==> src/rtl/alu.sv <==
// rtl/alu.sv - registered integer ALU (add/sub, logic, LUI, shifts); SLT/SLTU enabled by ALU_SLT_EN
// Result and zero flag are computed from one next-state value so they can never disagree.
module alu #(
    parameter int DATA_W = 32
) (
    input  logic              clk,
    input  logic              rst_n,
    input  logic [DATA_W-1:0] a,
    input  logic [DATA_W-1:0] b,
    input  logic [3:0]        kontrol,
    output logic [DATA_W-1:0] c,
    output logic              z_flag
);

    localparam int SH_W = $clog2(DATA_W);

    localparam logic [3:0] OP_ADD  = 4'b0000;
    localparam logic [3:0] OP_SUB  = 4'b0100;
    localparam logic [3:0] OP_AND  = 4'b0001;
    localparam logic [3:0] OP_OR   = 4'b0101;
    localparam logic [3:0] OP_XOR  = 4'b0010;
    localparam logic [3:0] OP_LUI  = 4'b0110;
    localparam logic [3:0] OP_SLL  = 4'b0011;
    localparam logic [3:0] OP_SRL  = 4'b0111;
    localparam logic [3:0] OP_SRA  = 4'b1111;
`ifdef ALU_SLT_EN
    localparam logic [3:0] OP_SLT  = 4'b1000;
    localparam logic [3:0] OP_SLTU = 4'b1001;
`endif

    logic [SH_W-1:0]   sh_amt;
    logic [DATA_W-1:0] c_d, c_q;
    logic              z_d, z_q;

    // Upper bits of a are deliberately ignored for shift amounts.
    assign sh_amt = a[SH_W-1:0];

    always_comb begin
        c_d = '0;
        case (kontrol)
            OP_ADD:  c_d = a + b;
            OP_SUB:  c_d = a - b;
            OP_AND:  c_d = a & b;
            OP_OR:   c_d = a | b;
            OP_XOR:  c_d = a ^ b;
            OP_LUI:  c_d = b;
            OP_SLL:  c_d = b << sh_amt;
            OP_SRL:  c_d = b >> sh_amt;
            OP_SRA:  c_d = $unsigned($signed(b) >>> sh_amt);
`ifdef ALU_SLT_EN
            OP_SLT:  c_d = {{(DATA_W-1){1'b0}}, ($signed(a) < $signed(b))};
            OP_SLTU: c_d = {{(DATA_W-1){1'b0}}, (a < b)};
`endif
            default: c_d = '0;
        endcase
        z_d = (c_d == '0);
    end

    always_ff @(posedge clk or negedge rst_n) begin
        if (!rst_n) begin
            c_q <= '0;
            z_q <= 1'b0;
        end else begin
            c_q <= c_d;
            z_q <= z_d;
        end
    end

    assign c      = c_q;
    assign z_flag = z_q;

endmodule

==> config.mk <==
export PLATFORM = sky130hd
export DESIGN_NAME = alu
export DESIGN_NICKNAME = d
export VERILOG_FILES = /design/src/rtl/alu.sv
export SDC_FILE = /design/constraint.sdc
export NUM_CORES = 1
export LEC_CHECK = 0
export BUFFER_PORTS_ARGS = -buffer_cell sky130_fd_sc_hd__buf_2
export CAP_MARGIN = 40
export CORE_MARGIN = 1.5
export CORE_UTILIZATION = 56
export DETAILED_ROUTE_END_ITERATION = 10
export HOLD_SLACK_MARGIN = 0.1
export PLACE_DENSITY = 0.79
export SYNTH_ARGS = -nofsm -noshare
export SYNTH_HDL_FRONTEND = slang
export SYNTH_SLANG_ARGS = --single-unit
==> constraint.sdc <==
create_clock -name clk -period 0.8 [get_ports clk]
set_clock_uncertainty 0.15 [all_clocks]
set_input_delay 0.08 -clock clk [delete_from_list [all_inputs] [get_ports clk]]
set_output_delay 0.08 -clock clk [all_outputs]
set_load 0.01 [all_outputs]
==> results of run 1 <==
## cells by family after synthesis
group	after synthesis	share of synthesized area
DFF	33	0.0807
muxes	139	0.197
xor gates and xnor gates	42	0.0359
and+or+nand+nor	426	0.211
AOI/OAI and AO/OA	394	0.267
adders and majority gates	97	0.119
buffers and inverters	205	0.0887
## per-stage QoR
step	area [um2]	TNS (ns)
CTS	16100	-87.03
detailed placement	14900	-93.52
global placement	14900	-90.29
floorplan	10800	-76.36
## layer usage
metal | track usage | GRT overflow
met4 | 0.727 | 18
met3 | 0.567 | 2
met1 | 0.784 | 0
met2 | 0.940 | 27
met5 | 0.208 | 0
## timing repair
action,in CTS
buffers inserted,52
hold endpoints to repair,33
endpoints found under the setup margin,66
pin swaps,102
resized for setup,151
gates cloned,1
hold buffers,1
==> flow_metrics.env, run 1 <==
export IMPL_status="stopped before the end"
export IMPL_failing_step="global routing"
export IMPL_error="[ERROR GRT-0116] Global routing finished with congestion. Check the congestion regions in the DRC Viewer."
export IMPL_place_congestion=1.19
export IMPL_grt_max_degree=48
export IMPL_synth_main_ff_cell="dfrtp_1"
export IMPL_grt_pass1_wl_um=110000
export IMPL_synth_top_cell_area_share=0.117
export IMPL_synth_area_leader_cell="ha_1"
export IMPL_synth_cell_types=94
export IMPL_synth_common_cells="106 x nor2_1, 102 x nand2_1, 96 x ha_1"
export IMPL_io_buffers=102
export IMPL_dpl_hpwl_um=41600
export IMPL_syn_nets=1503
export IMPL_dp_cells=2078
export IMPL_root_buffer="clkbuf_16"
export IMPL_ys_seq_elements=33
export IMPL_grt_pass1_vias=17802
export IMPL_yosysMostFrequentCell="nor2_1"
export IMPL_placement_rows=49
export IMPL_htree_levels=2
export IMPL_io_pins=103
export IMPL_fp_dieH_um=138
export IMPL_syn_inst=1336
export IMPL_avgSynthCellArea_um2=7.66
export IMPL_ys_seq_area_frac=0.0807
export IMPL_clk_path_buf_depth=2
export IMPL_yosysWarningCount=0
export IMPL_numCtsBuffers=5
export IMPL_die_x_um=138
export IMPL_grt_usage=0.757
export IMPL_dpl_worst_slack_ns=-4.21
export IMPL_synth_area_um2=10200
export IMPL_synth_edff_count=0
export IMPL_clock_sinks=33
export IMPL_grt_overflow_total=47
export IMPL_synth_area_top_cells="ha_1 12%, mux4_2 9.0%, dfrtp_1 8.1%"
export IMPL_initial_core_util=0.570
export IMPL_synthArstFlopShare=1.00
==> inputs of run 2 (changes only) <==
--- a/config.mk
+++ b/config.mk
@@ -8,10 +8,9 @@
 export BUFFER_PORTS_ARGS = -buffer_cell sky130_fd_sc_hd__buf_2
 export CAP_MARGIN = 40
 export CORE_MARGIN = 1.5
-export CORE_UTILIZATION = 56
+export CORE_UTILIZATION = 40
 export DETAILED_ROUTE_END_ITERATION = 10
-export HOLD_SLACK_MARGIN = 0.1
-export PLACE_DENSITY = 0.79
+export PLACE_DENSITY_LB_ADDON = 0.15
 export SYNTH_ARGS = -nofsm -noshare
 export SYNTH_HDL_FRONTEND = slang
 export SYNTH_SLANG_ARGS = --single-unit
==> run 2 against run 1 <==
The flow now finishes, with violations (setup timing). Area after synthesis stayed put. Synthesized cell count stayed put.
==> flow_metrics.env, run 2 <==
export IMPL_max_slew_worst_pin_slew_ns=0.827
export IMPL_clock_sinks=33
export IMPL_synth_edff_count=0
export IMPL_die_area_um2=26600
export IMPL_dpl_hpwl_um=45400
export IMPL_cp_startpoint="b[8]"
export IMPL_drt_first_iter_violations=1554
export IMPL_ys_seq_area_frac=0.0807
export IMPL_drive_gt1_frac=0.515
export IMPL_grt_max_degree=48
export IMPL_pwr_share_seq=0.118
export IMPL_synth_top_cell_area_share=0.117
export IMPL_total_power_w=0.0165
export IMPL_cp_end_kind="flip-flop"
export IMPL_numCtsBuffers=5
export IMPL_path_cells="buf_6 -> or4_4 -> or3_4 -> buf_6 -> nor2_4 -> nor2_2 -> xnor2_1 -> ha_2 -> buf_6 -> a21oi_4 -> buf_6 -> nand2_2 -> a211o_1 -> nand2_1 -> xor2_1 -> o211ai_1 -> or4b_1 -> nor4_2 -> buf_4 -> nand4b_1 -> nor4_2"
export IMPL_p_comb_frac=0.773
export IMPL_p_int_w=0.00932
export IMPL_synth_main_ff_cell="dfrtp_1"
export IMPL_vias_per_cell=6.21
export IMPL_grt_pass1_wl_um=82200
export IMPL_clockPowerShare=0.109
export IMPL_max_stage_delay_ns=0.57
export IMPL_htree_levels=2
export IMPL_p_switching_w=0.00715
export IMPL_design_core_area_um2=25200
export IMPL_ir_worst_vdd_mv=1.53
export IMPL_fillers=2148
export IMPL_antenna_left=0
export IMPL_relSlewSlack=0.447
export IMPL_grt_overflow_total=0
export IMPL_dp_cells=2212
export IMPL_syn2layout_area_growth_pct=66.7
export IMPL_wirelength_um=57500
export IMPL_cp_max_fo=4
export IMPL_synthArstFlopShare=1.00
export IMPL_final_cell_mix="567 x buf_4, 98 x nor2_1, 91 x nand2_1, 88 x ha_1, 87 x buf_2"
export IMPL_syn_inst=1336
export IMPL_max_freq_mhz=224
export IMPL_powerDensity_nw_per_um2=965
export IMPL_io_buffers=102
export IMPL_yosysWarningCount=0
export IMPL_synth_common_cells="106 x nor2_1, 102 x nand2_1, 96 x ha_1"
export IMPL_yosysMostFrequentCell="nor2_1"
export IMPL_hold_viol=0
export IMPL_drv_cap=0
export IMPL_path_class="in -> reg"
export IMPL_arrival_ns=4.49
export IMPL_wl_per_cell_um=25.1
export IMPL_antenna_found_initial=0
export IMPL_synth_area_leader_cell="ha_1"
export IMPL_cts_reportedPaths_clkPinSlew_ns=0.05
export IMPL_root_buffer="clkbuf_16"
export IMPL_synth_area_um2=10200
export IMPL_violations="setup timing"
export IMPL_synth_area_top_cells="ha_1 12%, mux4_2 9.0%, dfrtp_1 8.1%"
export IMPL_fin_cells=2292
export IMPL_finalSetupViolations=66
export IMPL_fp_dieH_um=163
export IMPL_avgSynthCellArea_um2=7.66
export IMPL_placement_rows=58
export IMPL_cp_required_ns=0.83
export IMPL_critPathLaunchType="input pin"
export IMPL_p_leak_nw=7.95
export IMPL_clk_path_buf_depth=2
export IMPL_drc=0
export IMPL_io_pins=103
export IMPL_finalCritPeriodShare=5.57
export IMPL_status="complete, but fails checks"
export IMPL_nets=2128
export IMPL_tritoncts="done"
export IMPL_grt_usage=0.416
export IMPL_path_common_cell="buf_6"
export IMPL_power_switching_fraction=0.434
export IMPL_final_common_cell="buf_4"
export IMPL_grt_pass1_vias=13398
export IMPL_syn_nets=1503
export IMPL_ys_seq_elements=33
export IMPL_die_x_um=163
export IMPL_n_antenna_cell=0
export IMPL_final_min_clock_period_ns=4.46
export IMPL_finalWorstSetupSlack_ns=-3.66
export IMPL_hp_class="in -> async"
export IMPL_whs_ns=0.131
export IMPL_largest_register_ffs=32
export IMPL_vias=14224
export IMPL_synth_cell_types=94
export IMPL_critPathSlowestCell="or4b_1"
export IMPL_rsz0062_at_grt="yes"
export IMPL_place_congestion=1.03
export IMPL_slew_violations=0
export IMPL_initial_core_util=0.407
export IMPL_drt_pass1_iterations=6
## run 2: cell counts after synthesis
Identical to the previous run, type by type.
## run 2: power by group through the flow
stage	clock network [W]	registers, W	logic, W
after floorplan	0	0.00210	0.00519
after global placement	0	0.00196	0.0105
after detailed placement	0	0.00197	0.0106
after CTS	0.00181	0.00194	0.0115
after global routing	0.00193	0.00197	0.0134
final	0.00179	0.00195	0.0127
## run 2: worst max-delay path: cells and delay by family
kind	cells	cell delay [ns]
AOI/OAI and AO/OA	3	0.64
xor gates and xnor gates	2	0.38
adders and majority gates	1	0.33
buffers and inverters	5	0.64
and+or+nand+nor	10	2.38
## run 2: final timing paths
path	endpoint	slack, ns	cells after the start
min	c[9]	0.13	3
min in group clk	z_flag	0.27	5
max	z_flag	-3.66	21
max in group asynchronous	c[21]	0.19	3
## run 2: kinds of logic (layout without fill, tap and decap cells)
group | count (synthesis) | in the layout | share of synthesized area
and+or+nand+nor | 426 | 427 | 0.211
muxes | 139 | 139 | 0.197
AOI/OAI and AO/OA | 394 | 394 | 0.267
adders and majority gates | 97 | 97 | 0.119
buffers and inverters | 205 | 830 | 0.0887
xor gates and xnor gates | 42 | 42 | 0.0359
DFF | 33 | 33 | 0.0807
## run 2: layer usage
metal / share of wire / global-route usage / routed length (um) / vias up
met5: 0 / 0 / 0 / -
met4: 0.051 / 0.180 / 2920 / 0
met3: 0.10 / 0.0682 / 5750 / 162
met2: 0.45 / 0.658 / 25600 / 829
met1: 0.40 / 0.556 / 23200 / 6895
li1: - / - / - / 6338
## run 2: area by class of cell
cell class                 instances  area, um2  area share
sequential                        33        826      0.0484
timing repair buffer             747       5860       0.344
multi-input combinational       1099       9530       0.559
inverter                          75        289      0.0169
tap                              330        413      0.0242
clock buffer                       5        125     0.00733
clock inverter                     3       17.5     0.00103
## run 2: stage by stage
step / worst slack (ns) / TNS [ns] / cell area [um2] / utilization
global placement: -4.07 / -93.37 / 15300 / 0.609
finish: -3.66 / -89.09 / 17100 / 0.678
detailed placement: -4.16 / -94.07 / 15300 / 0.609
global route: -3.76 / -92.68 / 17100 / 0.678
CTS: -3.64 / -87.99 / 16300 / 0.646
floorplan: -3.65 / -76.36 / 10800 / -
## run 2: what timing repair did
action / CTS / global route
pin swaps: 82 / 81
gates cloned: 1 / 0
endpoints found under the setup margin: 66 / 66
buffers inserted: 46 / 36
endpoints found under the hold margin: 33 / 0
hold buffers: 1 / 0
gates resized for setup: 114 / 128
Note: power is estimated with default switching activity, not from simulation.
==> inputs of run 3 (changes only) <==
==> constraint.sdc (replaced) <==
create_clock -name clk -period 0.8 [get_ports clk]
set_clock_uncertainty 0.15 [all_clocks]
set_input_delay 0.04 -clock clk [delete_from_list [all_inputs] [get_ports clk]]
set_output_delay 0.04 -clock clk [all_outputs]
set_load 0.01 [all_outputs]
==> run 3 against run 2 <==
The flow still finishes with violations (setup timing). Non-clock buffer count decreased by 4. Final cell count shrank 0.22%. First-iteration DRC count down 5.0%. Total power shrank 1.3%. Global-route usage up 0.42 points. Flip-flop and latch count unchanged. Utilization grew 0.079 points. Fmax down 1.3%. Combinational power about the same. Final area rose by 0.12%. Setup slack worse by 0.057 ns.
==> flow_metrics.env, run 3 (synthesized netlist as in run 2, its figures left out) <==
export IMPL_drt_first_iter_violations=1476
export IMPL_relSlewSlack=0.402
export IMPL_cp_required_ns=0.84
export IMPL_cp_startpoint="b[7]"
export IMPL_clock_sinks=33
export IMPL_grt_overflow_total=0
export IMPL_final_common_cell="buf_4"
export IMPL_io_buffers=102
export IMPL_cp_end_kind="flip-flop"
export IMPL_endpoint="z_flag"
export IMPL_rsz0062_at_grt="yes"
export IMPL_placement_rows=58
export IMPL_multi_input_area_um2=9560
export IMPL_powerDensity_nw_per_um2=952
export IMPL_finalSetupViolations=66
export IMPL_vias_per_cell=6.16
export IMPL_htree_levels=2
export IMPL_path_class="in -> reg"
export IMPL_critPathLaunchType="input pin"
export IMPL_die_area_um2=26600
export IMPL_fillers=2128
export IMPL_hp_class="in -> async"
export IMPL_cts_reportedPaths_clkPinSlew_ns=0.05
export IMPL_final_cell_mix="571 x buf_4, 97 x nor2_1, 94 x nand2_1, 89 x buf_2, 88 x ha_1"
export IMPL_finalCritPeriodShare=5.65
export IMPL_final_min_clock_period_ns=4.52
export IMPL_finalWorstSetupSlack_ns=-3.72
export IMPL_status="complete, but fails checks"
export IMPL_n_antenna_cell=0
export IMPL_dpl_worst_slack_ns=-4.15
export IMPL_arrival_ns=4.56
export IMPL_initial_core_util=0.407
export IMPL_drive_gt1_frac=0.516
export IMPL_root_buffer="clkbuf_16"
export IMPL_place_congestion=1.05
export IMPL_hold_viol=0
export IMPL_wirelength_um=56900
export IMPL_tritoncts="done"
export IMPL_violations="setup timing"
export IMPL_syn2layout_area_growth_pct=66.9
export IMPL_slew_violations=0
export IMPL_seq_area_um2=826
export IMPL_drc=0
export IMPL_dpl_hpwl_um=45700
export IMPL_tns_ns=-88.15
export IMPL_clk_path_buf_depth=2
export IMPL_design_core_area_um2=25200
export IMPL_die_x_um=163
export IMPL_grt_max_degree=48
export IMPL_p_leak_nw=7.96
export IMPL_antenna_left=0
export IMPL_nets=2123
export IMPL_wl_per_cell_um=24.9
export IMPL_io_pins=103
export IMPL_ir_worst_vdd_mv=1.61
export IMPL_max_slew_worst_pin_slew_ns=0.874
export IMPL_grt_pass1_wl_um=83100
export IMPL_antenna_found_initial=0
export IMPL_grt_pass1_vias=13451
export IMPL_drt_pass1_iterations=5
export IMPL_largest_register_ffs=32
export IMPL_fp_dieH_um=163
export IMPL_drv_cap=0
export IMPL_grt_usage=0.420
export IMPL_cp_max_fo=3
export IMPL_vias=14096
export IMPL_max_freq_mhz=221
export IMPL_numCtsBuffers=5
## run 3: cell count changes in the layout (fill, tap and decap cells not counted), moves of 4 or more
cell	delta
a21oi_1	-4
a21oi_2	+4
buf_4	+4
buf_6	-13
o21ai_1	+5
xnor2_1	-6
xnor2_2	+6
## run 3: timing repair
item	in CTS	in global routing
gates cloned	3	0
buffers inserted	45	28
setup endpoints to repair	66	66
pin swaps	86	90
hold buffers	1	0
endpoints found under the hold margin	33	0
resized for setup	139	101
## run 3: final cells by class
class	instances	share of cell area
well taps	330	0.0242
multi-input cells	1098	0.560
clock buffers	6	0.00754
inverters	75	0.0173
repair buffers	743	0.342
flip-flops and latches	33	0.0483
clock inverters	2	0.000586
## run 3: worst min path at each step
stage,start,to,slack (ns),depth (start not counted)
finish,rst_n,c[9],0.1,3
global route,rst_n,c[9],0.13,3
CTS,rst_n,c[9],0.11,3
detailed placement,rst_n,c[9],-0.14,2
global placement,rst_n,c[9],-0.15,2
floorplan,rst_n,c[0],-0.41,0
## run 3: per-stage QoR
| stage | total power, W | cells | cell area (um2) | util | hold WS, ns |
|---|---|---|---|---|---|
| after global placement | 0.0125 | 2212 | 15300 | 0.609 | -0.152 |
| after detailed placement | 0.0126 | 2212 | 15300 | 0.609 | -0.142 |
| final | 0.0163 | 2287 | 17100 | 0.679 | 0.0967 |
| after floorplan | 0.00729 | 1336 | 10800 | - | -0.406 |
| after global routing | 0.0170 | 2287 | 17100 | 0.679 | 0.133 |
| after CTS | 0.0153 | 2267 | 16400 | 0.653 | 0.113 |
## run 3: power breakdown
group	leakage [nW]	internal (W)	switching (W)
logic	7.47	0.00622	0.00634
registers	0.422	0.00189	0.0000496
clock network	0.0706	0.00114	0.000629
total	7.96	0.00925	0.00702
## run 3: critical path: stages
cell and delay, ns:
buf_6 0.10, or4_4 0.55, or3_4 0.37, buf_4 0.15
buf_6 0.11, buf_6 0.12, nor2_4 0.10, a21oi_2 0.07
xnor2_1 0.13, ha_1 0.31, o21ai_1 0.10, nor2_1 0.07
or4_1 0.52, o21ai_2 0.22, xnor2_1 0.10, a2111o_1 0.40
or3_1 0.37, nor4_2 0.30, buf_4 0.16, nand4b_1 0.12
nor4_2 0.15
## run 3: per-layer routing
metal	GRT usage	vias up	wire length (um)
li1	-	6334	-
met1	0.563	6814	23300
met2	0.669	781	25600
met3	0.0586	167	5210
met4	0.186	0	2830
met5	0	-	0
==> inputs of run 4 (changes only) <==
--- a/config.mk
+++ b/config.mk
@@ -5,6 +5,7 @@
 export SDC_FILE = /design/constraint.sdc
 export NUM_CORES = 1
 export LEC_CHECK = 0
+export ABC_AREA = 1
 export BUFFER_PORTS_ARGS = -buffer_cell sky130_fd_sc_hd__buf_2
 export CAP_MARGIN = 40
 export CORE_MARGIN = 1.5
==> run 4 against run 3 <==
The flow still finishes with violations (setup timing). Clock-buffer cell count rose by 1. Total power fell by 10%. Synthesized cell count rose by 41%. Critical path depth rose by 9. Largest power group unchanged.
==> flow_metrics.env, run 4 <==
export IMPL_status="complete, but fails checks"
export IMPL_violations="setup timing"
export IMPL_path_common_cell="nand2_1"
export IMPL_clock_sinks=33
export IMPL_p_leak_nw=8.79
export IMPL_numCtsBuffers=5
export IMPL_io_pins=103
export IMPL_cp_end_kind="flip-flop"
export IMPL_critPathSlowestCell="ha_1"
export IMPL_syn2layout_area_growth_pct=61.0
export IMPL_cts_reportedPaths_clkPinSlew_ns=0.05
export IMPL_die_area_um2=25800
export IMPL_synth_common_cells="630 x nand2_1, 408 x nand3_1, 217 x inv_1"
export IMPL_synth_cell_types=43
export IMPL_rsz0062_at_grt="yes"
export IMPL_dpl_worst_slack_ns=-2.80
export IMPL_yosysMostFrequentCell="nand2_1"
export IMPL_slew_violations=0
export IMPL_tritoncts="done"
export IMPL_vias=14746
export IMPL_cp_max_fo=4
export IMPL_vias_per_cell=5.43
export IMPL_max_slew_worst_pin_slew_ns=0.694
export IMPL_drive_gt1_frac=0.377
export IMPL_powerDensity_nw_per_um2=914
export IMPL_ys_seq_elements=33
export IMPL_postPlaceCellArea_um2=14100
export IMPL_drt_first_iter_violations=1426
export IMPL_drt_pass1_iterations=6
export IMPL_dpl_hpwl_um=42400
export IMPL_n_antenna_cell=0
export IMPL_avgSynthCellArea_um2=5.26
export IMPL_synthArstFlopShare=1.00
export IMPL_nets=2559
export IMPL_synth_main_ff_cell="dfrtp_1"
export IMPL_wl_per_cell_um=18.9
export IMPL_yosysWarningCount=0
export IMPL_clk_path_buf_depth=2
export IMPL_grt_max_degree=36
export IMPL_hp_class="in -> async"
export IMPL_final_min_clock_period_ns=3.16
export IMPL_ys_seq_area_frac=0.0832
export IMPL_synth_area_leader_cell="nand2_1"
export IMPL_finalWorstSetupSlack_ns=-2.36
export IMPL_hold_viol=0
export IMPL_relSlewSlack=0.536
export IMPL_cp_required_ns=0.85
export IMPL_grt_overflow_total=0
export IMPL_syn_nets=2052
export IMPL_io_buffers=102
export IMPL_antenna_found_initial=0
export IMPL_grt_pass1_wl_um=75700
export IMPL_largest_register_ffs=32
export IMPL_multi_input_area_um2=9200
export IMPL_die_x_um=161
export IMPL_critPathLaunchType="input pin"
export IMPL_seq_area_um2=826
export IMPL_design_core_area_um2=24300
export IMPL_synth_area_um2=9920
export IMPL_max_freq_mhz=316
export IMPL_synth_area_top_cells="nand2_1 24%, nand3_1 21%, ha_1 12%"
export IMPL_place_congestion=1.00
export IMPL_syn_inst=1885
export IMPL_design_area_um2=16000
export IMPL_drv_cap=0
export IMPL_placement_rows=57
export IMPL_wirelength_um=51500
export IMPL_final_common_cell="nand2_1"
export IMPL_grt_pass1_vias=13588
export IMPL_antenna_left=0
export IMPL_synth_edff_count=0
export IMPL_arrival_ns=3.21
export IMPL_finalCritPeriodShare=3.95
export IMPL_max_stage_delay_ns=0.32
export IMPL_drc=0
export IMPL_htree_levels=2
export IMPL_finalSetupViolations=66
export IMPL_ir_worst_vdd_mv=1.38
export IMPL_synth_top_cell_area_share=0.238
export IMPL_root_buffer="clkbuf_16"
export IMPL_final_cell_mix="531 x nand2_1, 423 x buf_4, 369 x nand3_1, 190 x inv_1, 108 x nor2_1"
export IMPL_path_class="in -> reg"
export IMPL_initial_core_util=0.408
export IMPL_grt_usage=0.384
export IMPL_fillers=2304
export IMPL_fp_dieH_um=161
run 4: changes by cell type after synthesis, sizes merged, moves of 51 or more:
cell    previous run  this run
nand2            102       646
nand3             31       410
inv               72       230
mux2i             59         0
nor2             106       158
clkbuf            69        18
run 4: critical path: cells and delay by family:
family | cells | cell delay (ns)
AND/OR/NAND/NOR | 20 | 1.83
buffers and inverters | 5 | 0.47
adder cells (fa/ha/maj) | 2 | 0.44
AO/OA/AOI/OAI | 2 | 0.24
XOR/XNOR | 1 | 0.20
run 4: worst max-delay path by stage:
stage	to	from	slack, ns
after detailed placement	z_flag	b[1]	-2.80
after floorplan	z_flag	b[1]	-2.03
after global placement	z_flag	b[1]	-2.79
final	z_flag	b[1]	-2.36
after global routing	z_flag	b[1]	-2.68
after CTS	z_flag	b[1]	-2.22
run 4: cell families after synthesis:
kind of cell | share of synthesized area
xor+xnor | 0.0265
simple gates | 0.560
flops | 0.0832
buf+inv | 0.129
compound gates | 0.0787
fa+ha+maj | 0.123
run 4: final cells by class:
cell class / count / share of cell area
inverters: 231 / 0.0591
repair buffers: 572 / 0.279
well taps: 324 / 0.0254
flip-flops and latches: 33 / 0.0517
clock buffers: 7 / 0.00893
multi-input cells: 1549 / 0.576
run 4: through the flow:
step                TNS, ns  utilization  power (W)  std cells  hold WS, ns
finish               -66.90        0.657     0.0146       2716        0.140
global route         -72.41        0.657     0.0155       2716        0.172
CTS                  -63.35        0.618     0.0135       2681        0.140
detailed placement   -75.50        0.578     0.0109       2651       -0.148
global placement     -74.36        0.578     0.0109       2651       -0.149
floorplan            -48.85            -    0.00654       1885       -0.406
run 4: power breakdown:
part	switching, W	internal (W)
logic	0.00620	0.00465
clock network	0.000593	0.00122
registers	0.0000576	0.00188
run 4: layer usage:
| metal | vias to the layer above | share of wire | track usage | wire length, um |
|---|---|---|---|---|
| li1 | 7126 | - | - | - |
| met1 | 6770 | 0.42 | 0.513 | 21500 |
| met2 | 734 | 0.44 | 0.619 | 22900 |
| met3 | 116 | 0.084 | 0.0395 | 4330 |
| met4 | 0 | 0.052 | 0.179 | 2690 |
| met5 | - | 0 | 0 | 0 |
run 4: what timing repair did:
action	CTS	global route
hold buffers	1	0
pin swaps	89	96
buffers inserted	24	34
cloned	0	1
gates resized for setup	179	163
setup endpoints to repair	66	66
hold endpoints to repair	33	0
